[config.mk]
export PLATFORM = sky130hd
export DESIGN_NAME = writeback_stage
export DESIGN_NICKNAME = d
export VERILOG_FILES = /design/src/rtl/writeback_stage.sv
export SDC_FILE = /design/constraint.sdc
export NUM_CORES = 1
export LEC_CHECK = 0
export BUFFER_PORTS_ARGS = -buffer_cell sky130_fd_sc_hd__buf_2
export CAP_MARGIN = 20
export CORE_ASPECT_RATIO = 0.75
export CORE_MARGIN = 2
export CORE_UTILIZATION = 45
export DETAILED_ROUTE_END_ITERATION = 7
export GPL_TIMING_DRIVEN = 0
export HOLD_SLACK_MARGIN = 0.05
export PLACE_DENSITY = 0.73
export SYNTH_ARGS = -nofsm -noshare
export SYNTH_HDL_FRONTEND = slang
export SYNTH_SLANG_ARGS = --single-unit
[constraint.sdc]
create_clock -name clk -period 2 [get_ports clk]
set_input_delay 0 -clock clk [delete_from_list [all_inputs] [get_ports clk]]
set_output_delay 0 -clock clk [all_outputs]
set_load 0.1 [all_outputs]
[src/rtl/writeback_stage.sv]
// writeback_stage: final pipeline stage. Holds one retiring instruction,
// waits for load data when needed, aligns/extends loads and drives the
// register file write port from stage flops only.
module writeback_stage #(
    parameter int CNT_WIDTH = 64
) (
    input  logic                 clk,
    input  logic                 reset,
    input  logic                 in_valid,
    output logic                 in_ready,
    input  logic                 flush,
    input  logic                 in_reg_write,
    input  logic [4:0]           in_rd,
    input  logic [1:0]           in_wb_sel,
    input  logic [31:0]          in_alu_result,
    input  logic [31:0]          in_pc4,
    input  logic [2:0]           in_funct3,
    input  logic [1:0]           in_addr_lo,
    input  logic                 dmem_rvalid,
    input  logic [31:0]          dmem_rdata,
    output logic                 reg_write,
    output logic [4:0]           write_reg,
    output logic [31:0]          write_data,
    output logic                 busy,
    output logic [CNT_WIDTH-1:0] retire_count
);

    typedef enum logic [1:0] {
        IDLE    = 2'd0,
        WAIT_LD = 2'd1,
        COMMIT  = 2'd2
    } state_t;

    localparam logic [CNT_WIDTH-1:0] CNT_ONE = CNT_WIDTH'(1);

    state_t                r_state;
    logic                  r_ld_we;
    logic [4:0]            r_ld_rd;
    logic [2:0]            r_ld_funct3;
    logic [1:0]            r_ld_addr_lo;
    logic                  r_reg_write;
    logic [4:0]            r_write_reg;
    logic [31:0]           r_write_data;
    logic [CNT_WIDTH-1:0]  r_count;

    logic                  w_accept;
    logic [7:0]            w_byte;
    logic [15:0]           w_half;
    logic [31:0]           w_ld_data;

    // Ready/busy decode from state only: no path from in_valid or rvalid.
    assign in_ready = (r_state != WAIT_LD);
    assign busy     = (r_state == WAIT_LD);
    assign w_accept = in_valid & in_ready & ~flush;

    assign reg_write    = r_reg_write;
    assign write_reg    = r_write_reg;
    assign write_data   = r_write_data;
    assign retire_count = r_count;

    // Pick the addressed byte/halfword of the load response word.
    always_comb begin
        w_byte = dmem_rdata[7:0];
        case (r_ld_addr_lo)
            2'd0: w_byte = dmem_rdata[7:0];
            2'd1: w_byte = dmem_rdata[15:8];
            2'd2: w_byte = dmem_rdata[23:16];
            2'd3: w_byte = dmem_rdata[31:24];
            default: w_byte = dmem_rdata[7:0];
        endcase
        w_half = r_ld_addr_lo[1] ? dmem_rdata[31:16] : dmem_rdata[15:0];
    end

    // Sign/zero extension by load width; unknown widths load the full word.
    always_comb begin
        w_ld_data = dmem_rdata;
        case (r_ld_funct3)
            3'b000:  w_ld_data = {{24{w_byte[7]}}, w_byte};
            3'b001:  w_ld_data = {{16{w_half[15]}}, w_half};
            3'b100:  w_ld_data = {24'd0, w_byte};
            3'b101:  w_ld_data = {16'd0, w_half};
            default: w_ld_data = dmem_rdata;
        endcase
    end

    // Stage FSM; write-port outputs are registered so they are only
    // nonzero during the COMMIT cycle.
    always_ff @(posedge clk) begin
        if (reset) begin
            r_state      <= IDLE;
            r_ld_we      <= 1'b0;
            r_ld_rd      <= 5'd0;
            r_ld_funct3  <= 3'd0;
            r_ld_addr_lo <= 2'd0;
            r_reg_write  <= 1'b0;
            r_write_reg  <= 5'd0;
            r_write_data <= 32'd0;
            r_count      <= '0;
        end else begin
            r_reg_write  <= 1'b0;
            r_write_reg  <= 5'd0;
            r_write_data <= 32'd0;
            if (r_state == COMMIT)
                r_count <= r_count + CNT_ONE;
            case (r_state)
                IDLE, COMMIT: begin
                    if (w_accept) begin
                        if (in_wb_sel == 2'b01) begin
                            r_state      <= WAIT_LD;
                            r_ld_we      <= in_reg_write;
                            r_ld_rd      <= in_rd;
                            r_ld_funct3  <= in_funct3;
                            r_ld_addr_lo <= in_addr_lo;
                        end else begin
                            r_state      <= COMMIT;
                            r_reg_write  <= in_reg_write & (in_rd != 5'd0);
                            r_write_reg  <= in_rd;
                            r_write_data <= (in_wb_sel == 2'b10) ? in_pc4 : in_alu_result;
                        end
                    end else begin
                        r_state <= IDLE;
                    end
                end
                WAIT_LD: begin
                    // Flush drops the pending load even if data arrives now.
                    if (flush) begin
                        r_state <= IDLE;
                    end else if (dmem_rvalid) begin
                        r_state      <= COMMIT;
                        r_reg_write  <= r_ld_we & (r_ld_rd != 5'd0);
                        r_write_reg  <= r_ld_rd;
                        r_write_data <= w_ld_data;
                    end
                end
                default: r_state <= IDLE;
            endcase
        end
    end

endmodule

# Word level (Yosys, flattened, before mapping)
# Cells that the tools add are included.
# totals
regBits,115
inputBits,114
# classes
bitwise,5
addsub,1
muxes,24
n_eq_ne,12
n_reduce_logical,7
# op_table
operator,count
$mux W32,5
$pmux W32 S4,1
$add A64 B1 Y64 const B,1
$pmux W32 S2,1
$pmux W8 S4,1
$mux W5,4
$mux W16,1
$pmux W5 S2,1
$reduce_bool A5 Y1,2
$eq A2 B2 Y1 const B,4
$mux W2,4
$eq A2 B1 Y1 const B,3
$eq A3 B3 Y1 const B,2
$and A1 B1 Y1,4
$logic_not A2 Y1,2
$mux W1,4
$pmux W2 S2,1
$eq A3 B1 Y1 const B,1
$logic_not A3 Y1,1
$ne A3 B3 Y1 const B,1
$reduce_and A3 Y1,1
$ne A2 B1 Y1 const B,1
$pmux W1 S2,1
$reduce_or A2 Y1,1
$not A1 Y1,1

# Logic depth before layout (Yosys ltp)
# Gate-level depths: netlist (run 1).
# depth
ltp_word,6
depth_mapped,8
depth_no_buf,6

# Worst setup path before layout (run 1)
# No wires, ideal clock.
# synth_timing
kind,flip-flop to flip-flop
from,"reg r_count[0], in the netlist retire_count[0]"
to,"reg r_count[58], in the netlist retire_count[58]"
stages_incl_launch_ff,7
path_slack_ns,-0.745
t_required_ns,1.930
path_buffers,0
arrival_time_ns,2.675
path_cell_list,dfxtp_1 > ha_1 > nand4b_4 > nor4_4 > nand4_2 > or4_1 > a21oi_1
# synth_between
elab_chain_len,1
# synth_rtl
item,line,text
from (decl),44,logic [CNT_WIDTH-1:0] r_count;
from (signal assigned),104,r_count <= r_count + CNT_ONE;
$add A64 B1 Y64,104,
# No other way between the ends.
# A chain may end at the register's enable or synchronous reset.

# Worst setup path in the final report (run 1)
# layout_timing
from,reg r_ld_addr_lo[1]
to,"reg r_write_data[20], in the netlist write_data[20]"
# layout_between
elab_chain_len,6
elab_cells_between_ends,10
# layout_rtl
item,line,text
from (decl),40,logic [1:0] r_ld_addr_lo;
from (signal assigned),113,r_ld_addr_lo <= in_addr_lo;
$eq A2 B2 Y1 (tied with other cells),64,case (r_ld_addr_lo)
$pmux W8 S4,64,
$pmux W32 S4 (*),77,case (r_ld_funct3)
$mux W32 (*),128,end else if (dmem_rvalid) begin
$mux W32 (*),126,if (flush) begin
$pmux W32 S2 (*),105,case (r_state)
to (signal assigned),118,r_write_data <= (in_wb_sel == 2'b10) ? in_pc4 : in_alu_result;
to (signal assigned),132,r_write_data <= w_ld_data;
to (decl),43,logic [31:0] r_write_data;
# Every way passes the cells marked *; elsewhere a longest branch is shown, timed or not.

==> results of run 1 <==
## cell families (layout without fill, tap and decap cells)
family / after synthesis / count (layout) / share of synthesized area (%)
compound gates: 138 / 138 / 15.1
xor+xnor: 32 / 32 / 4.83
fa+ha+maj: 1 / 1 / 0.216
buf+inv: 49 / 449 / 3.75
flops: 115 / 115 / 39.7
mux: 53 / 53 / 10.0
simple gates: 268 / 268 / 26.4
## per-stage QoR
step | power, mW | hold WS (ps) | area, µm² | setup TNS [ps] | instances
5_1_grt | 6.30 | 80.3 | 9510 | -400 | 1222
4_1_cts | 6.09 | 66.5 | 9220 | -40.6 | 1199
2_1_floorplan | 2.67 | 139 | 6020 | -1040 | 656
3_3_place_gp | 2.88 | 234 | 7310 | -6010 | 1038
6_report | 6.11 | 78.5 | 9510 | 0 | 1222
3_5_place_dp | 2.88 | 238 | 7310 | -7920 | 1038
## worst paths after layout
check | to | slack (ps) | start
setup / recovery | write_data[20] | 30 | r_ld_addr_lo[1]
hold / removal | r_ld_addr_lo[1] | 80 | in_wb_sel[1]
setup reg to reg | write_data[20] | 30 | r_ld_addr_lo[1]
hold reg to reg | retire_count[63] | 500 | retire_count[63]
## routing by layer
layer  vias to the layer above  global-route usage, %  part of all wire, %
met1                      3324                   41.1                   41
met2                       399                   47.2                   45
met3                        94                   9.72                  9.9
met5                         -                      0                    0
met4                         0                   13.4                  3.7
li1                       3231                      -                    -
## Yosys cell counts (4+ instances only)
cell / number / area share, %
and3_1: 8 / 0.86
or4_1: 13 / 1.7
mux2i_1: 22 / 3.8
clkbuf_1: 24 / 1.6
dfxtp_1: 115 / 40
or3_1: 21 / 2.3
nand3_1: 26 / 2.2
a22oi_1: 5 / 0.65
o21ai_0: 29 / 2.5
buf_1: 6 / 0.39
a21oi_1: 47 / 4.1
xor2_1: 19 / 2.9
inv_1: 9 / 0.58
nor4_1: 4 / 0.43
nand2b_1: 6 / 0.65
a221o_1: 16 / 2.8
buf_2: 6 / 0.52
nor2_1: 59 / 3.8
a31oi_1: 7 / 0.75
nand4_1: 27 / 2.9
nor2b_1: 7 / 0.75
nor3_1: 15 / 1.3
o221ai_1: 7 / 1.1
o31ai_1: 10 / 1.3
mux2_2: 30 / 5.8
o22ai_1: 10 / 1.1
and4_1: 6 / 0.91
nand2_1: 51 / 3.3
xnor2_1: 13 / 2.0
## power groups by stage
stage | sequential (mW) | clock [mW] | combinational (mW)
floorplan | 2.48 | 0 | 0.194
global placement | 2.32 | 0 | 0.560
detailed placement | 2.32 | 0 | 0.563
CTS | 2.27 | 3.07 | 0.755
global route | 2.27 | 3.20 | 0.833
finish | 2.27 | 3.04 | 0.800
## what timing repair did
action                     CTS  global route
resized for setup           22            38
gates cloned                 1             0
setup endpoints to repair   40            56
hold endpoints to repair    50             0
pin swaps                   11            14
hold buffers               108             0
setup buffers               21            24
## final cells by class
| class | instances | area share [%] |
|---|---|---|
| tap | 166 | 2.18 |
| multi-input combinational | 492 | 36.3 |
| buffer | 39 | 2.32 |
| timing repair buffer | 369 | 26.3 |
| inverter | 9 | 0.355 |
| clock buffer | 25 | 5.55 |
| sequential | 115 | 26.3 |
| clock inverter | 7 | 0.697 |
## critical path, stage by stage (launching register included)
cell     delay, ps
dfxtp_1        320
buf_6          130
mux4_2         550
mux2i_4        190
nor4b_4         60
buf_4          170
buf_4          140
a221o_1        280
==> reports/metrics.cfg, run 1 <==
[critical_path]
cp.arrival_ps = 2250
end_kind = flip-flop
path_max_fanout = 8
startpoint_type = flip-flop
r2r_cells = 7
crit_required_ps = 2280
path_class = reg2reg

[cts]
cts_htree_levels = 4
cts_tree = done
cts_inserted_buffers = 17
clk_path_buf_depth = 2
path_clk_slew_ps = 50
insertion_delay_ps = 410
cts_root_buffer = clkbuf_16
cts_sinks = 115

[detailed_routing]
num_vias = 7048
postRouteAntennaNets = 0
vias_per_cell = 5.77
drtIter0Drc = 451
drtPass1Iterations = 5
wl_per_cell_um = 18.6
wl_um = 22700
drc_errors = 0

[sta]
rsz0062_at_grt = true
hold_violations = 0
drv_slew = 0
finClkSkew_ps = 7.40
slew_headroom_pct = 52.0
worst_pin_slew_ps = 720
fin_crit_ps = 1970
setup_slack_ps = 32.3
period_share_pct = 98.4
max_freq_ghz = 0.508
finalSetupViolCount = 0

[power]
p_per_area_mw_per_mm2 = 642
ir_worst_vdd_mv = 0.565
clkPwrFrac_pct = 49.8
power_switching_mw = 1.55
p_int_mw = 4.57
seq_power_share_pct = 37.1
p_leak_nw = 4.16
power.switching_fraction_pct = 25.3
share_comb_of_total_power_pct = 13.1

[grt]
grt_pass1_wl_um = 33500
grt_use_total_pct = 31.1
grt_start_max_net_pins = 17
grt_antenna_before_repair = 1
grt_pass1_vias = 6575
grt-ovfl-total = 0

[placed_design]
port_buffers = 216
gp_congestion = 0.959
dp_slack_ps = -447
dp_hpwl_um = 14100

[yosys]
syn_area_mm2 = 0.00580
synthCells = 656
synth_edf_count = 0
synth_flop_cell = dfxtp_1
postSynthAreaPerCell_um2 = 8.85
ys_seq_area_share_pct = 39.7
synth_seq_cells = 115
synth_nets = 771
ys_warn_count = 0
async_reset_ff_share_pct = 0
yosysUniqueCellTypes = 58

[final_layout]
mostFrequentLayoutCells = buf_2 (219), dlygate4sd3_1 (108), nor2_1 (57)
regArea_mm2 = 0.00250
area_growth_pct = 63.9
fillers = 864
fin_nets = 1158
final_common_cell = buf_2
layout-drive-gt1-share_pct = 41.4
insertedDiodeCount = 0
largest_reg_flops = 64
final_core_util_pct = 76.5
multi_input_area_mm2 = 0.00345

[worst_hold_path]
min_path_type = in2reg
holdPathStages = 5

[die]
num_rows = 35
core_mm2 = 0.0124
die_w_um = 135
start_util_pct = 46.7
die_y_um = 102
ios = 218
dieArea_mm2 = 0.0138

[outcome]
status = completed

[run]
drv_cap = 0

Power figures use the tool's default switching activity.
==> run 2, diff against run 1 <==
--- a/config.mk
+++ b/config.mk
@@ -5,15 +5,16 @@
 export SDC_FILE = /design/constraint.sdc
 export NUM_CORES = 1
 export LEC_CHECK = 0
+export ABC_AREA = 1
 export BUFFER_PORTS_ARGS = -buffer_cell sky130_fd_sc_hd__buf_2
 export CAP_MARGIN = 20
 export CORE_ASPECT_RATIO = 0.75
 export CORE_MARGIN = 2
-export CORE_UTILIZATION = 45
+export CORE_UTILIZATION = 46
 export DETAILED_ROUTE_END_ITERATION = 7
 export GPL_TIMING_DRIVEN = 0
 export HOLD_SLACK_MARGIN = 0.05
-export PLACE_DENSITY = 0.73
+export PLACE_DENSITY = 0.87
 export SYNTH_ARGS = -nofsm -noshare
 export SYNTH_HDL_FRONTEND = slang
 export SYNTH_SLANG_ARGS = --single-unit
==> reports/metrics.cfg, run 2 <==
[outcome]
status = completed  ; unchanged

[sta]
worst_pin_slew_ps = 643  ; was 720 ps
drv_slew = 0  ; unchanged
finalSetupViolCount = 0  ; unchanged
hold_violations = 0  ; unchanged
max_freq_ghz = 0.531  ; was 0.508 GHz
setup_slack_ps = 116  ; was 32.3 ps
fin_hold_ws_ps = 64.3  ; was 78.5 ps
fin_crit_ps = 1880  ; was 1970 ps
rsz0062_at_grt = false  ; was true
period_share_pct = 94.2  ; was 98.4%
finClkSkew_ps = 5.61  ; was 7.40 ps
fin_tns_setup_ps = 0  ; unchanged
slew_headroom_pct = 57.1  ; was 52.0%

[final_layout]
mostFrequentLayoutCells = nand2_1 (229), buf_2 (225), nor2_1 (188)  ; was buf_2 (219), dlygate4sd3_1 (108), nor2_1 (57)
insertedDiodeCount = 0  ; unchanged
layout-drive-gt1-share_pct = 27.3  ; was 41.4%
area_growth_pct = 45.8  ; was 63.9%
fin_nets = 1465  ; was 1158
final_common_cell = nand2_1  ; was buf_2
largest_reg_flops = 64  ; unchanged

[grt]
grt_start_max_net_pins = 17  ; unchanged
grt_use_total_pct = 35.3  ; was 31.1%
grt_antenna_before_repair = 0  ; was 1
grt_pass1_wl_um = 41400  ; was 33500 µm
grt-ovfl-total = 0  ; unchanged
grt_pass1_vias = 8095  ; was 6575

[die]
num_rows = 37  ; was 35
die_y_um = 107  ; was 102 µm
core_mm2 = 0.0138  ; was 0.0124 mm²
dieArea_mm2 = 0.0152  ; was 0.0138 mm²
start_util_pct = 47.5  ; was 46.7%
ios = 218  ; unchanged
die_w_um = 142  ; was 135 µm

[yosys]
yosysMostFrequentCell = nand2_1  ; was dfxtp_1
ys_warn_count = 0  ; unchanged
synth_edf_count = 0  ; unchanged
ys_top_cells_by_area = dfxtp_1 (35%), nand2_1 (13%), nor2_1 (11%)  ; was dfxtp_1 (40%), mux2_2 (5.8%), a21oi_1 (4.1%)
yosysUniqueCellTypes = 44  ; was 58
synth_top_area_share_pct = 35.1  ; was 39.7%
synth_flop_cell = dfxtp_1  ; unchanged
synth_nets = 1127  ; was 771
synth_seq_cells = 115  ; unchanged
yosysTopAreaCell = dfxtp_1  ; unchanged
syn_area_mm2 = 0.00655  ; was 0.00580 mm²
ys_seq_area_share_pct = 35.1  ; was 39.7%
async_reset_ff_share_pct = 0  ; unchanged
postSynthAreaPerCell_um2 = 6.47  ; was 8.85 µm²
netlist_top_cells_count = nand2_1 (229), nor2_1 (188), dfxtp_1 (115), inv_1 (115), a21oi_1 (82)  ; was dfxtp_1 (115), nor2_1 (59), nand2_1 (51), a21oi_1 (47), mux2_2 (30)
synthCells = 1012  ; was 656

[worst_hold_path]
holdPathStages = 5  ; unchanged
min_path_type = in2reg  ; unchanged
hold_start = dmem_rdata[31]  ; was in_wb_sel[1]
hold_end = write_data[31]  ; was r_ld_addr_lo[1]

[critical_path]
r2r_cells = 7  ; unchanged
path_max_fanout = 10  ; was 8
crit_chain = nand2_2 > nand3_1 > nor3_2 > buf_4 > buf_2 > o211ai_1 > a21oi_1  ; was buf_6 > mux4_2 > mux2i_4 > nor4b_4 > buf_4 > buf_4 > a221o_1
path_class = reg2reg  ; unchanged
crit_required_ps = 2320  ; was 2280 ps
path_buf_inv = 2  ; was 3
end_kind = flip-flop  ; unchanged
crit_path_top_delay_cell = dfxtp_1  ; was mux4_2
r2r-start = r_state[0]  ; was r_ld_addr_lo[1]
max_stage_delay_ps = 410  ; was 550 ps
critical_path.top_delay_family = simple AND/OR/NAND/NOR gates  ; was multiplexers
startpoint_type = flip-flop  ; unchanged
cp.arrival_ps = 2200  ; was 2250 ps
rrSetupSlack_ps = 120  ; was 30 ps
timing.rr.end = write_data[11]  ; was write_data[20]

[power]
p_leak_nw = 4.25  ; was 4.16 nW
clkPwrFrac_pct = 48.9  ; was 49.8%
p_per_area_mw_per_mm2 = 666  ; was 642 mW/mm²
share_comb_of_total_power_pct = 14.3  ; was 13.1%
ir_worst_vdd_mv = 0.649  ; was 0.565 mV
power.switching_fraction_pct = 26.3  ; was 25.3%
total_power_mw = 6.36  ; was 6.11 mW
power_switching_mw = 1.67  ; was 1.55 mW
p_int_mw = 4.69  ; was 4.57 mW
seq_power_share_pct = 36.8  ; was 37.1%

[detailed_routing]
wl_met1_um = 10700  ; was 9360 µm
postRouteAntennaNets = 0  ; unchanged
drtPass1Iterations = 7  ; was 5
vias_per_cell = 5.55  ; was 5.77
drtIter0Drc = 932  ; was 451
wl_per_cell_um = 17.5  ; was 18.6 µm
wl_um = 26900  ; was 22700 µm
num_vias = 8535  ; was 7048
wl_met3_um = 3140  ; was 2250 µm
dr_wl_met2_um = 11500  ; was 10200 µm
top_layer = met4  ; unchanged
drc_errors = 0  ; unchanged

[cts]
insertion_delay_ps = 420  ; was 410 ps
cts_inserted_buffers = 17  ; unchanged
cts_tree = done  ; unchanged
cts_sinks = 115  ; unchanged
path_clk_slew_ps = 50  ; about the same
cts_root_buffer = clkbuf_16  ; unchanged
clk_path_buf_depth = 2  ; unchanged
cts_htree_levels = 4  ; unchanged

[placed_design]
dp_hpwl_um = 17900  ; was 14100 µm
port_buffers = 216  ; unchanged
gp_congestion = 1.03  ; was 0.959
dp_slack_ps = 196  ; was -447 ps

[run]
drv_cap = 0  ; unchanged

==> run 2: cell types whose count changed in the layout (fill, tap and decap cells not counted), moves of 27 or more <==
cell,delta
nand2_1,+179
nor2_1,+131
inv_1,+106
dfxtp_4,-50
buf_4,-41
dfxtp_2,+40
a21oi_1,+37
nand3_1,+27
==> run 2: cell type report <==
| type | instances | area (µm²) |
|---|---|---|
| Buffer | 35 | 169 |
| Clock buffer | 20 | 457 |
| Clock inverter | 11 | 135 |
| Fill cell | 1083 | 4240 |
| Inverter | 121 | 457 |
| Multi-Input combinational cell | 741 | 3640 |
| Sequential cell | 115 | 2370 |
| Tap cell | 175 | 219 |
| Timing Repair Buffer | 319 | 2110 |
==> run 2: how the worst max path moves through the flow <==
stage,from,end,depth (start not counted)
2_1_floorplan,retire_count[49],retire_count[62],9
3_3_place_gp,retire_count[0],retire_count[62],10
3_5_place_dp,retire_count[0],retire_count[62],10
4_1_cts,retire_count[0],retire_count[62],10
5_1_grt,retire_count[0],retire_count[62],10
6_report,r_state[0],write_data[11],7
==> run 2: kinds of logic after synthesis <==
kind of cell / after synthesis / synth area share [%]
flops: 115 / 35.1
compound gates: 171 / 14.8
buf+inv: 156 / 9.51
xor+xnor: 5 / 0.668
simple gates: 547 / 36.8
mux: 17 / 2.92
fa+ha+maj: 1 / 0.191
==> run 2: timing repair <==
action / CTS / global route
hold endpoints to repair: 51 / 0
gates resized for setup: 0 / 2
endpoints found under the setup margin: 0 / 3
hold buffers: 102 / 0
buffers inserted: 0 / 1
==> run 2: power groups by stage <==
stage,clock [mW],combinational (mW),sequential [mW]
floorplan,0,0.282,2.56
detailed placement,0,0.682,2.39
finish,3.11,0.910,2.34
global route,3.21,0.959,2.34
CTS,3.10,0.852,2.34
global placement,0,0.675,2.39
==> run 2: routing by layer <==
metal | global-route usage [%] | up-vias
met5 | 0 | -
met4 | 21.4 | 0
met3 | 10.5 | 165
met2 | 53.1 | 620
met1 | 44.8 | 3817
li1 | - | 3933
==> run 2: through the flow <==
| stage | utilization [%] | instance area (µm²) | std cells |
|---|---|---|---|
| detailed placement | 57.4 | 7920 | 1403 |
| CTS | 69.1 | 9530 | 1536 |
| global route | 69.2 | 9550 | 1537 |
| global placement | 57.4 | 7920 | 1403 |
| finish | 69.2 | 9550 | 1537 |
| floorplan | - | 6620 | 1012 |
==> run 2: worst min-delay path, cell delays in order <==
cell	delay (ps)
buf_2	120
nor2_1	100
nor2_1	50
nand2_1	80
a21oi_1	70
